**src/rtl/motion_pkg.sv**
```systemverilog
// Shared types and constants for the character motion controller.
// Optional feature macro: MOTION_COYOTE_EN (ledge grace-jump window).
package motion_pkg;

  typedef enum logic [1:0] {
    MS_GROUND = 2'd0,
    MS_RISE   = 2'd1,
    MS_FALL   = 2'd2
  } mstate_t;

  typedef logic signed [5:0] vel_t;

  localparam logic [6:0] CHAR_W = 7'd16;
  localparam logic [6:0] CHAR_H = 7'd24;

  localparam logic [9:0] X_START   = 10'd40;
  localparam logic [9:0] Y_START   = 10'd420;
  localparam logic [9:0] X_MIN     = 10'd0;
  localparam logic [9:0] X_MAX     = 10'd639;
  localparam logic [9:0] Y_MIN     = 10'd0;
  localparam logic [9:0] Y_MAX     = 10'd479;
  localparam logic [9:0] WALK_STEP = 10'd2;

  localparam vel_t JUMP_VEL  = 6'sd8;
  localparam vel_t VMAX_FALL = 6'sd6;

  // Gravity adds 1 to y_vel once every GRAV_DIV ticks; the counter wraps at GRAV_LAST.
  localparam int         GRAV_DIV  = 3;
  localparam logic [1:0] GRAV_LAST = 2'(GRAV_DIV - 1);

  localparam logic [2:0] COYOTE_FRAMES = 3'd4;

  // Zero-extend a screen coordinate into the signed working width.
  function automatic logic signed [10:0] widen(input logic [9:0] p);
    return $signed({1'b0, p});
  endfunction

  // Position plus a signed velocity, in the signed working width.
  function automatic logic signed [10:0] add_vel(input logic [9:0] p, input vel_t v);
    return $signed({1'b0, p}) + $signed({{5{v[5]}}, v});
  endfunction

  // Clamp a signed working-width coordinate into [lo, hi].
  function automatic logic [9:0] clamp_pos(input logic signed [10:0] v,
                                           input logic [9:0] lo,
                                           input logic [9:0] hi);
    if (v < widen(lo)) return lo;
    else if (v > widen(hi)) return hi;
    else return v[9:0];
  endfunction

endpackage

```
**src/rtl/frame_tick_sync.sv**
```systemverilog
// Brings the asynchronous vsync-rate frame_clk level into the Clk domain
// (two synchroniser flops) and emits a one-cycle tick on its rising edge.
module frame_tick_sync (
  input  logic clk,
  input  logic rst,
  input  logic frame_clk,
  output logic tick
);

  logic meta;
  logic s1;
  logic s2;

  // Synchroniser chain plus one delay stage for edge detection.
  always_ff @(posedge clk or posedge rst) begin
    if (rst) begin
      meta <= 1'b0;
      s1   <= 1'b0;
      s2   <= 1'b0;
    end else begin
      meta <= frame_clk;
      s1   <= meta;
      s2   <= s1;
    end
  end

  assign tick = s1 & ~s2;

endmodule

```
**src/rtl/character_motion.sv**
```systemverilog
// Per-frame position/velocity controller for one player sprite.
// Updates once per frame tick; consumes map collision flags for the current
// x/y. Optional feature macro: MOTION_COYOTE_EN enables a short grace window
// after walking off a ledge during which a jump is still accepted.
// state and y_vel are exported for observation.
module character_motion
  import motion_pkg::*;
(
  input  logic       Clk,
  input  logic       Reset,
  input  logic       frame_clk,
  input  logic       key_left,
  input  logic       key_right,
  input  logic       key_jump,
  input  logic       respawn,
  input  logic       col_up,
  input  logic       col_down,
  input  logic       col_left,
  input  logic       col_right,
  input  logic       col_left_end,
  input  logic       col_right_end,
  output logic [9:0] x,
  output logic [9:0] y,
  output logic [6:0] width,
  output logic [6:0] height,
  output logic       on_ground,
  output logic       facing_left,
  output mstate_t    state,
  output vel_t       y_vel
);

  localparam vel_t JUMP_INIT = -JUMP_VEL;

  logic tick;

  frame_tick_sync u_sync (
    .clk       (Clk),
    .rst       (Reset),
    .frame_clk (frame_clk),
    .tick      (tick)
  );

  logic [1:0] grav_cnt;

  logic [9:0]         x_n;
  logic [9:0]         y_n;
  vel_t               vel_n;
  logic [1:0]         grav_n;
  mstate_t            st_n;
  logic               face_n;
  logic signed [10:0] x_calc;
  logic signed [10:0] y_calc;
  logic               grav_wrap;
  logic [1:0]         grav_step;
  vel_t               vel_grav;
  vel_t               vel_fall;
  logic               start_jump;

`ifdef MOTION_COYOTE_EN
  logic [2:0] coyote_cnt;
  logic [2:0] coy_n;
`endif

  // Next-frame motion: horizontal walk/push-out, vertical state machine, clamps.
  always_comb begin
    x_n    = x;
    y_n    = y;
    vel_n  = y_vel;
    grav_n = grav_cnt;
    st_n   = state;
    face_n = facing_left;
    x_calc = widen(x);
    y_calc = widen(y);

    grav_wrap = (grav_cnt == GRAV_LAST);
    grav_step = grav_wrap ? 2'd0 : grav_cnt + 2'd1;
    vel_grav  = grav_wrap ? y_vel + 6'sd1 : y_vel;
    vel_fall  = (vel_grav > VMAX_FALL) ? VMAX_FALL : vel_grav;

    start_jump = (state == MS_GROUND) && key_jump && !col_up;
`ifdef MOTION_COYOTE_EN
    coy_n = coyote_cnt;
    if ((state == MS_FALL) && key_jump && !col_up && (coyote_cnt != 3'd0))
      start_jump = 1'b1;
`endif

    // Horizontal: exactly one direction key moves; a wall flag pushes back out by 1.
    if (key_left ^ key_right) begin
      if (key_left) begin
        face_n = 1'b1;
        x_calc = col_left ? widen(x) + 11'sd1 : widen(x) - widen(WALK_STEP);
      end else begin
        face_n = 1'b0;
        x_calc = col_right ? widen(x) - 11'sd1 : widen(x) + widen(WALK_STEP);
      end
    end
    x_n = clamp_pos(x_calc, X_MIN, X_MAX);

    // Vertical: the new velocity is applied to y in the same tick.
    if (start_jump) begin
      st_n   = MS_RISE;
      vel_n  = JUMP_INIT;
      grav_n = 2'd0;
      y_calc = add_vel(y, JUMP_INIT);
`ifdef MOTION_COYOTE_EN
      coy_n  = 3'd0;
`endif
    end else begin
      case (state)
        MS_GROUND: begin
          grav_n = 2'd0;
          if (!col_down && !col_left_end && !col_right_end) begin
            st_n  = MS_FALL;
            vel_n = 6'sd1;
`ifdef MOTION_COYOTE_EN
            coy_n = COYOTE_FRAMES;
`endif
          end else begin
            vel_n = 6'sd0;
          end
        end
        MS_RISE: begin
          if (col_up) begin
            st_n   = MS_FALL;
            vel_n  = 6'sd0;
            grav_n = 2'd0;
            y_calc = widen(y) + 11'sd1;
          end else begin
            vel_n  = vel_grav;
            grav_n = grav_step;
            y_calc = add_vel(y, vel_grav);
            if (vel_grav >= 6'sd0) st_n = MS_FALL;
          end
        end
        MS_FALL: begin
          if (col_down) begin
            st_n   = MS_GROUND;
            vel_n  = 6'sd0;
            grav_n = 2'd0;
`ifdef MOTION_COYOTE_EN
            coy_n  = 3'd0;
`endif
          end else begin
            vel_n  = vel_fall;
            grav_n = grav_step;
            y_calc = add_vel(y, vel_fall);
`ifdef MOTION_COYOTE_EN
            coy_n  = (coyote_cnt != 3'd0) ? coyote_cnt - 3'd1 : 3'd0;
`endif
          end
        end
        default: begin
          st_n   = MS_GROUND;
          vel_n  = 6'sd0;
          grav_n = 2'd0;
        end
      endcase
    end

    // Screen floor acts as ground; screen ceiling ends a rise.
    if (y_calc >= widen(Y_MAX)) begin
      y_n    = Y_MAX;
      st_n   = MS_GROUND;
      vel_n  = 6'sd0;
      grav_n = 2'd0;
`ifdef MOTION_COYOTE_EN
      coy_n  = 3'd0;
`endif
    end else if (y_calc <= widen(Y_MIN)) begin
      y_n = Y_MIN;
      if (st_n == MS_RISE) begin
        st_n  = MS_FALL;
        vel_n = 6'sd0;
      end
    end else begin
      y_n = y_calc[9:0];
    end
  end

  // Motion registers: reset/respawn restore the start pose; otherwise load on tick.
  always_ff @(posedge Clk or posedge Reset) begin
    if (Reset) begin
      x           <= X_START;
      y           <= Y_START;
      y_vel       <= 6'sd0;
      grav_cnt    <= 2'd0;
      state       <= MS_GROUND;
      facing_left <= 1'b0;
`ifdef MOTION_COYOTE_EN
      coyote_cnt  <= 3'd0;
`endif
    end else if (respawn) begin
      x           <= X_START;
      y           <= Y_START;
      y_vel       <= 6'sd0;
      grav_cnt    <= 2'd0;
      state       <= MS_GROUND;
      facing_left <= 1'b0;
`ifdef MOTION_COYOTE_EN
      coyote_cnt  <= 3'd0;
`endif
    end else if (tick) begin
      x           <= x_n;
      y           <= y_n;
      y_vel       <= vel_n;
      grav_cnt    <= grav_n;
      state       <= st_n;
      facing_left <= face_n;
`ifdef MOTION_COYOTE_EN
      coyote_cnt  <= coy_n;
`endif
    end
  end

  assign on_ground = (state == MS_GROUND);
  assign width     = CHAR_W;
  assign height    = CHAR_H;

endmodule

```
**config.mk**
```make
export PLATFORM = sky130hd
export DESIGN_NAME = character_motion
export DESIGN_NICKNAME = d
export VERILOG_FILES = /design/src/rtl/motion_pkg.sv /design/src/rtl/frame_tick_sync.sv /design/src/rtl/character_motion.sv
export SDC_FILE = /design/constraint.sdc
export NUM_CORES = 1
export LEC_CHECK = 0
export CAP_MARGIN = 15
export CORE_MARGIN = 2
export CORE_UTILIZATION = 29
export DETAILED_ROUTE_END_ITERATION = 16
export PLACE_DENSITY = 0.5
export SLEW_MARGIN = 25
export SYNTH_ARGS = -nofsm -noshare
export SYNTH_HDL_FRONTEND = slang
export SYNTH_HIERARCHICAL = 1
export SYNTH_SLANG_ARGS = --single-unit
export TNS_END_PERCENT = 1
```
**constraint.sdc**
```tcl
create_clock -name Clk -period 5.8 [get_ports Clk]
set_input_delay 0.58 -clock Clk [delete_from_list [all_inputs] [get_ports Clk]]
set_output_delay 0.58 -clock Clk [all_outputs]
set_load 0.05 [all_outputs]
```
# ---- Word-level counts from Yosys, hierarchy flattened
# Cells that the tools add are included.
dict set report word_totals {
  regBits 34
  latch_bits 0
  ram_bits 0
  mem_bits_ro 0
  input_bits 13
  out_inout_bits 44
  elab_cells 95
  n_memories 0
}
dict set report op_classes {
  add_sub_neg 10
  n_mul 0
  div_mod_pow 0
  order_cmp 6
  n_eq_ne 4
  shift 0
  muxes 51
  n_bitwise 3
  n_reduce_logical 12
}
# cell n
set op_table {}
lappend op_table {{10-bit 2-to-1 mux} 8}
lappend op_table {{11-bit 2-to-1 mux} 7}
lappend op_table {{6-bit 2-to-1 mux} 10}
lappend op_table {{2-bit 2-to-1 mux} 17}
lappend op_table {{10-bit by 1-bit adder with 11-bit output (second input constant)} 2}
lappend op_table {{11-bit by 6-bit adder with 11-bit output} 2}
lappend op_table {{11-bit case mux with 2 select lines} 1}
lappend op_table {{6-bit case mux with 3 select lines} 1}
lappend op_table {{10-bit by 2-bit adder with 11-bit output (second input constant)} 1}
lappend op_table {{11-bit by 4-bit adder with 11-bit output (second input constant)} 1}
lappend op_table {{11-bit by 10-bit greater-or-equal comparator with 1-bit output (second input constant)} 1}
lappend op_table {{11-bit > comparator (second input constant)} 1}
lappend op_table {{11-bit by 1-bit less-or-equal comparator with 1-bit output (second input constant)} 1}
lappend op_table {{11-bit by 1-bit less-than comparator with 1-bit output (second input constant)} 1}
lappend op_table {{10-bit by 1-bit subtractor with 11-bit output (second input constant)} 1}
lappend op_table {{10-bit by 2-bit subtractor with 11-bit output (second input constant)} 1}
lappend op_table {{6-bit by 2-bit adder with 6-bit output (second input constant)} 1}
lappend op_table {{6-bit by 1-bit greater-or-equal comparator with 1-bit output (second input constant)} 1}
lappend op_table {{6-bit by 4-bit > comparator with 1-bit output (second input constant)} 1}
lappend op_table {{2-bit case mux with 3 select lines} 1}
lappend op_table {{1-bit 2-to-1 mux} 5}
lappend op_table {{2-bit by 1-bit == test with 1-bit output (second input constant)} 2}
lappend op_table {{2-bit == test (second input constant)} 2}
lappend op_table {{1-bit logical AND} 4}
lappend op_table {{other kinds (9)} 13}

# ---- Depth between registers and ports, before layout
dict set report logic_depth {
  ltp_word 13
  depth_mapped 19
  depth_no_buf 19
}

# ---- Cells and area by module
# Netlist, hierarchy kept.
# module n_inst cells_each area_each_um2 seq_area_each_um2
set by_module_without_submodules {}
lappend by_module_without_submodules {character_motion 1 626 4546.9 783.3}
lappend by_module_without_submodules {frame_tick_sync 1 5 92.6 75.1}

# ---- Worst setup path after synthesis
# Ideal clock, no wire load.
dict set report synth_path {
  path_type {register -> register}
  startpoint {reg y_vel[1]}
  endpoint {reg y_vel[0]}
  setup_time_ns 0.121
  t_arrival_ns 4.889
  required_time_ns 5.679
  setup_slack_ns 0.790
  stages_incl_launch_ff 19
  n_path_buf 0
  synth_period_minus_slack_ns 5.010
  path_cell_list {dfrtp_1 > ha_1 > inv_1 > o21ai_1 > and2_1 > inv_1 > o31ai_1 > nand2_1 > ha_1 > a211oi_1 > nor2_1 > o31a_1 > o311ai_1 > mux2i_1 > o21ai_0 > or3_1 > o41a_1 > and2_4 > a32o_2}
}
dict set report synth_between {
  elab_chain_cells 13
  word_cells_on_any_way 26
  classes_between {3 x add/sub; 4 x order compare; 1 x eq/ne; 18 x mux}
}
# item line_no
set synth_lines {}
lappend synth_lines {{start, declared} character_motion.sv:29} ;# output vel_t y_vel
lappend synth_lines {{start signal, assigned} character_motion.sv:205} ;# y_vel <= vel_n;
lappend synth_lines {{6-bit by 2-bit adder with 6-bit output} character_motion.sv:77} ;# vel_grav = grav_wrap ? y_vel + 6'sd1 : y_vel;
lappend synth_lines {{6-bit 2-to-1 mux (*)} character_motion.sv:77}
lappend synth_lines {{6-bit by 4-bit > comparator with 1-bit output or 6-bit by 1-bit greater-or-equal comparator with 1-bit output (tied branches)} {character_motion.sv:78, character_motion.sv:132}}
lappend synth_lines {{6-bit 2-to-1 mux or 2-bit 2-to-1 mux (tied branches)} {character_motion.sv:78, character_motion.sv:132}}
lappend synth_lines {{11-bit by 6-bit adder with 11-bit output or 2-bit 2-to-1 mux (tied branches)} {motion_pkg.sv:40, character_motion.sv:123}}
lappend synth_lines {{11-bit 2-to-1 mux or 2-bit case mux with 3 select lines (tied branches)} {character_motion.sv:136, character_motion.sv:109}}
lappend synth_lines {{11-bit case mux with 2 select lines or 2-bit 2-to-1 mux (tied branches)} {character_motion.sv:109, character_motion.sv:100}}
lappend synth_lines {{11-bit 2-to-1 mux or 2-bit by 1-bit == test with 1-bit output (tied branches)} {character_motion.sv:100, character_motion.sv:171}}
lappend synth_lines {{11-bit by 1-bit less-or-equal comparator with 1-bit output or 6-bit 2-to-1 mux (tied branches)} {character_motion.sv:169, character_motion.sv:171}}
lappend synth_lines {{6-bit 2-to-1 mux} character_motion.sv:169} ;# end else if (y_calc <= widen(Y_MIN)) begin
lappend synth_lines {{6-bit 2-to-1 mux (*)} character_motion.sv:161} ;# if (y_calc >= widen(Y_MAX)) begin
lappend synth_lines {{6-bit 2-to-1 mux (*)} character_motion.sv:202} ;# end else if (tick) begin
lappend synth_lines {{6-bit 2-to-1 mux (*)} character_motion.sv:192} ;# end else if (respawn) begin
# Mark *: on every way between the ends. The rest lies on a longest branch, timed or not. The select of a mux whose other input is x is not followed.
# A chain may end at the register's enable or synchronous reset.

# ---- Worst setup path in the final report
dict set report layout_path {
  startpoint {reg y_vel[0]}
  endpoint {reg y_vel[0]}
}
# The elaborated chain is that of the path after synthesis.

==> results.py <==
metrics = {
    "cts": {
        "clock-sinks": 34,
        "ctsHtreeMaxLevel": 2,
        "cts_hold_buffers": 0,
        "clkTransAtPathRegs_ns": 0.06,
        "cts_root_buf": "clkbuf_16",
        "cts-buffers-inserted": 5,
        "cts_tree": "yes",
        "cts_resized": 0,
        "clk_latency_ns": 0.29,
        "cts_buffer_depth": 2,
        "cts_setup_buffers": 0,
    },
    "floorplan": {
        "ios": 57,
        "die_h_um": 130,
        "start_util_pct": 29.4,
        "rows": 46,
        "core_region_area_mm2": 0.0158,
        "die_x_um": 130,
        "die-area_mm2": 0.0170,
    },
    "worst_setup_path": {
        "max_stage_delay_ns": 0.51,
        "path_cells": "ha_1, inv_1, o21ai_1, and2_1, inv_1, o31ai_1, nand2_1, ha_1, a211oi_1, nor2_1, o31a_1, o311ai_1, mux2i_1, o21ai_0, or3_1, o41a_1, and2_4, a32o_2",
        "critPathArrivalTime_ns": 5.57,
        "cp.required_ns": 5.98,
        "critPathBufInv": 2,
        "cp_top_family": "compound AO/OA/AOI/OAI gates",
        "worstPathMaxFanout": 9,
        "crit_path_start_kind": "register",
        "cpMaxStageDelayCell": "dfrtp_1",
        "path_class": "register to register",
        "worstSetupEndpointType": "register",
    },
    "global_route": {
        "grt_overflow": 0,
        "grt_max_degree": 32,
        "grt_use_total_pct": 17.9,
        "grt_pass1_wl_mm": 24.1,
        "antenna_found_initial": 0,
        "grt_pass1_vias": 4507,
    },
    "placement": {
        "hpwl_mm": 11.8,
        "place_inst": 852,
        "gp_congestion": 0.947,
        "post-place-ws_ns": 0.514,
        "place.port_buffers": 42,
    },
    "final_layout": {
        "nNetsFinal": 684,
        "area_growth_pct": 14.1,
        "drive_gt1_share_pct": 6.06,
        "instances_no_fill": 860,
        "n_antenna_cell": 0,
    },
    "timing": {
        "hold_violations": 0,
        "period_needed_ns": 5.39,
        "finalCritPeriodShare_pct": 92.9,
        "worstMarginPinSlew_ns": 0.786,
        "hold_ws_ns": 0.351,
        "final.setup.worst_slack_ns": 0.411,
        "slew_headroom_pct": 47.5,
        "rsz0062_at_grt": "no",
        "tns_ns": 0,
        "drv_slew": 0,
        "setup_viol": 0,
        "fmaxAchievable_mhz": 186,
        "skew_ns": 0.00838,
    },
    "synth": {
        "synth-warning-count": 6,
        "ys_seq_area_share_pct": 18.5,
        "synth_cells": 631,
        "ys_seq_elements": 34,
        "syn_avg_cell_area_um2": 7.35,
        "synth_top_flop_cell": "dfrtp_1",
        "syn_area_mm2": 0.00464,
        "ys_async_sr_fraction_pct": 100,
        "synth_edf_count": 0,
        "synth_cell_type_count": 85,
    },
    "pwr": {
        "power.density_mw_per_mm2": 151,
        "p_leak_nw": 2.10,
        "p_int_w": 0.000501,
        "combPwrFrac_pct": 31.7,
        "pwr-share-clk_pct": 34.0,
        "power.switching_w": 0.000299,
        "switching_share_pct": 37.4,
        "seqPwrFrac_pct": 34.3,
        "totalPowerFinal_w": 0.000800,
        "peakVddDrop_uv": 110,
    },
    "drt": {
        "num_vias": 4907,
        "wl_mm": 15.1,
        "drt-initial-drc-count": 395,
        "remaining_drc_errors": 0,
        "firstDrtPassIters": 6,
        "via_per_inst": 5.71,
        "ant_nets": 0,
        "wire_per_inst_um": 17.6,
    },
    "worst_hold_path": {
        "hp-class": "register to register",
    },
    "outcome": {
        "status": "finished clean",
    },
    "run": {
        "maxCapViolations": 0,
    },
}
per-stage QoR:
stage	instance area, um2	util [%]
finish	5300	33.6
global route	5300	33.6
CTS	5300	33.6
detailed placement	5140	32.6
global placement	5140	32.6
floorplan	4680	-
per-layer routing:
layer	wire length, um	part of all wire [%]	up-vias	GRT usage (%)
met5	0	0	-	0
met2	7060	47	182	29.6
met4	454	3.0	0	6.32
li1	-	-	2343	-
met1	6820	45	2346	23.7
met3	778	5.1	36	2.85
registers in the layout, indices dropped and copies added, names as in the netlist:
register and count:
x 10, u_sync/meta 1, facing_left 1, y_vel 6, u_sync/s1 1, y 10, u_sync/s2 1, state 2
grav_cnt 2
synth_stat cells, types with 9 or more instances:
| cell type | count | area share (%) |
|---|---|---|
| nand2_1 | 69 | 5.6 |
| o21ai_0 | 49 | 5.3 |
| nor2_1 | 43 | 3.5 |
| a21oi_1 | 36 | 3.9 |
| clkbuf_1 | 31 | 2.5 |
| dfrtp_1 | 28 | 15 |
| inv_1 | 27 | 2.2 |
| ha_1 | 26 | 7.0 |
| nor3_1 | 22 | 2.4 |
| nand3_1 | 19 | 2.0 |
| buf_4 | 14 | 2.3 |
| nand4_1 | 14 | 1.9 |
| nor2b_1 | 14 | 1.9 |
| a31oi_1 | 13 | 1.8 |
| xnor2_1 | 13 | 2.5 |
| a211oi_1 | 12 | 1.9 |
| and3_1 | 12 | 1.6 |
| nand2b_1 | 11 | 1.5 |
| and2_1 | 9 | 1.2 |
kinds of logic after synthesis:
logic type / after synthesis / synth area share [%]
mux: 11 / 2.48
compound gates: 202 / 30.2
other cells: 2 / 0.162
xor+xnor: 21 / 3.96
fa+ha+maj: 28 / 7.87
flops: 34 / 18.5
simple gates: 253 / 28.8
buf+inv: 80 / 8.01
layout make-up:
cell class	count	area (um2)
multi-input cells	529	3450
repair buffers	45	443
fillers	1679	10500
clock buffers	6	139
well taps	216	270
flip-flops and latches	34	858
inverters	28	118
clock inverters	2	12.5
worst register-to-register path: stages, from the launching register on:
cell,delay [ns]
dfrtp_1,0.51
ha_1,0.30
inv_1,0.06
o21ai_1,0.30
and2_1,0.22
inv_1,0.07
o31ai_1,0.44
nand2_1,0.21
ha_1,0.31
a211oi_1,0.41
nor2_1,0.15
o31a_1,0.31
o311ai_1,0.32
mux2i_1,0.21
o21ai_0,0.14
or3_1,0.40
o41a_1,0.46
and2_4,0.20
a32o_2,0.25
placed cells by master, fill, tap and decap left out, types with 4 or more instances in the layout:
master | synthesis | final
nand3_1 | 19 | 19
inv_1 | 27 | 27
nor4_1 | 4 | 4
nand3b_1 | 4 | 4
mux2i_1 | 7 | 7
and3_1 | 12 | 12
clkdlybuf4s50_1 | 0 | 42
ha_1 | 26 | 26
conb_1 | 2 | 14
o21a_1 | 4 | 4
nor2_1 | 43 | 43
xor2_1 | 8 | 8
xnor2_1 | 13 | 13
and2_1 | 9 | 9
o31ai_1 | 8 | 8
nor3_1 | 22 | 22
nor2b_1 | 14 | 14
dfrtp_1 | 28 | 28
a211oi_1 | 12 | 12
clkbuf_16 | 0 | 5
or3_1 | 8 | 8
o21ai_0 | 49 | 49
nand4_1 | 14 | 14
or4_1 | 5 | 5
nand2b_1 | 11 | 11
dfstp_2 | 6 | 6
o21ai_1 | 5 | 5
mux2_2 | 4 | 4
a31oi_1 | 13 | 13
a21oi_1 | 36 | 36
nand2_1 | 69 | 69
a21o_1 | 8 | 8
o211ai_1 | 8 | 8
worst paths after layout:
check,startpoint,to,slack [ns],cells past startpoint
worst min register to register,u_sync/meta,u_sync/s1,0.35,0
max in group asynchronous,Reset,x[5],4.75,3
worst min-delay path,u_sync/meta,u_sync/s1,0.35,0
worst max register to register,y_vel[0],y_vel[0],0.41,18
min in group asynchronous,Reset,u_sync/s2,0.50,2
worst max-delay path,y_vel[0],y_vel[0],0.41,18
power by group through the flow:
stage               Combinational, W  Clock [W]  Sequential (W)
finish                      0.000254   0.000272        0.000274
global route                0.000277   0.000289        0.000277
CTS                         0.000253   0.000279        0.000274
detailed placement          0.000252          0        0.000278
global placement            0.000250          0        0.000278
floorplan                   0.000179          0        0.000286
(Power assumes the default switching activity.)
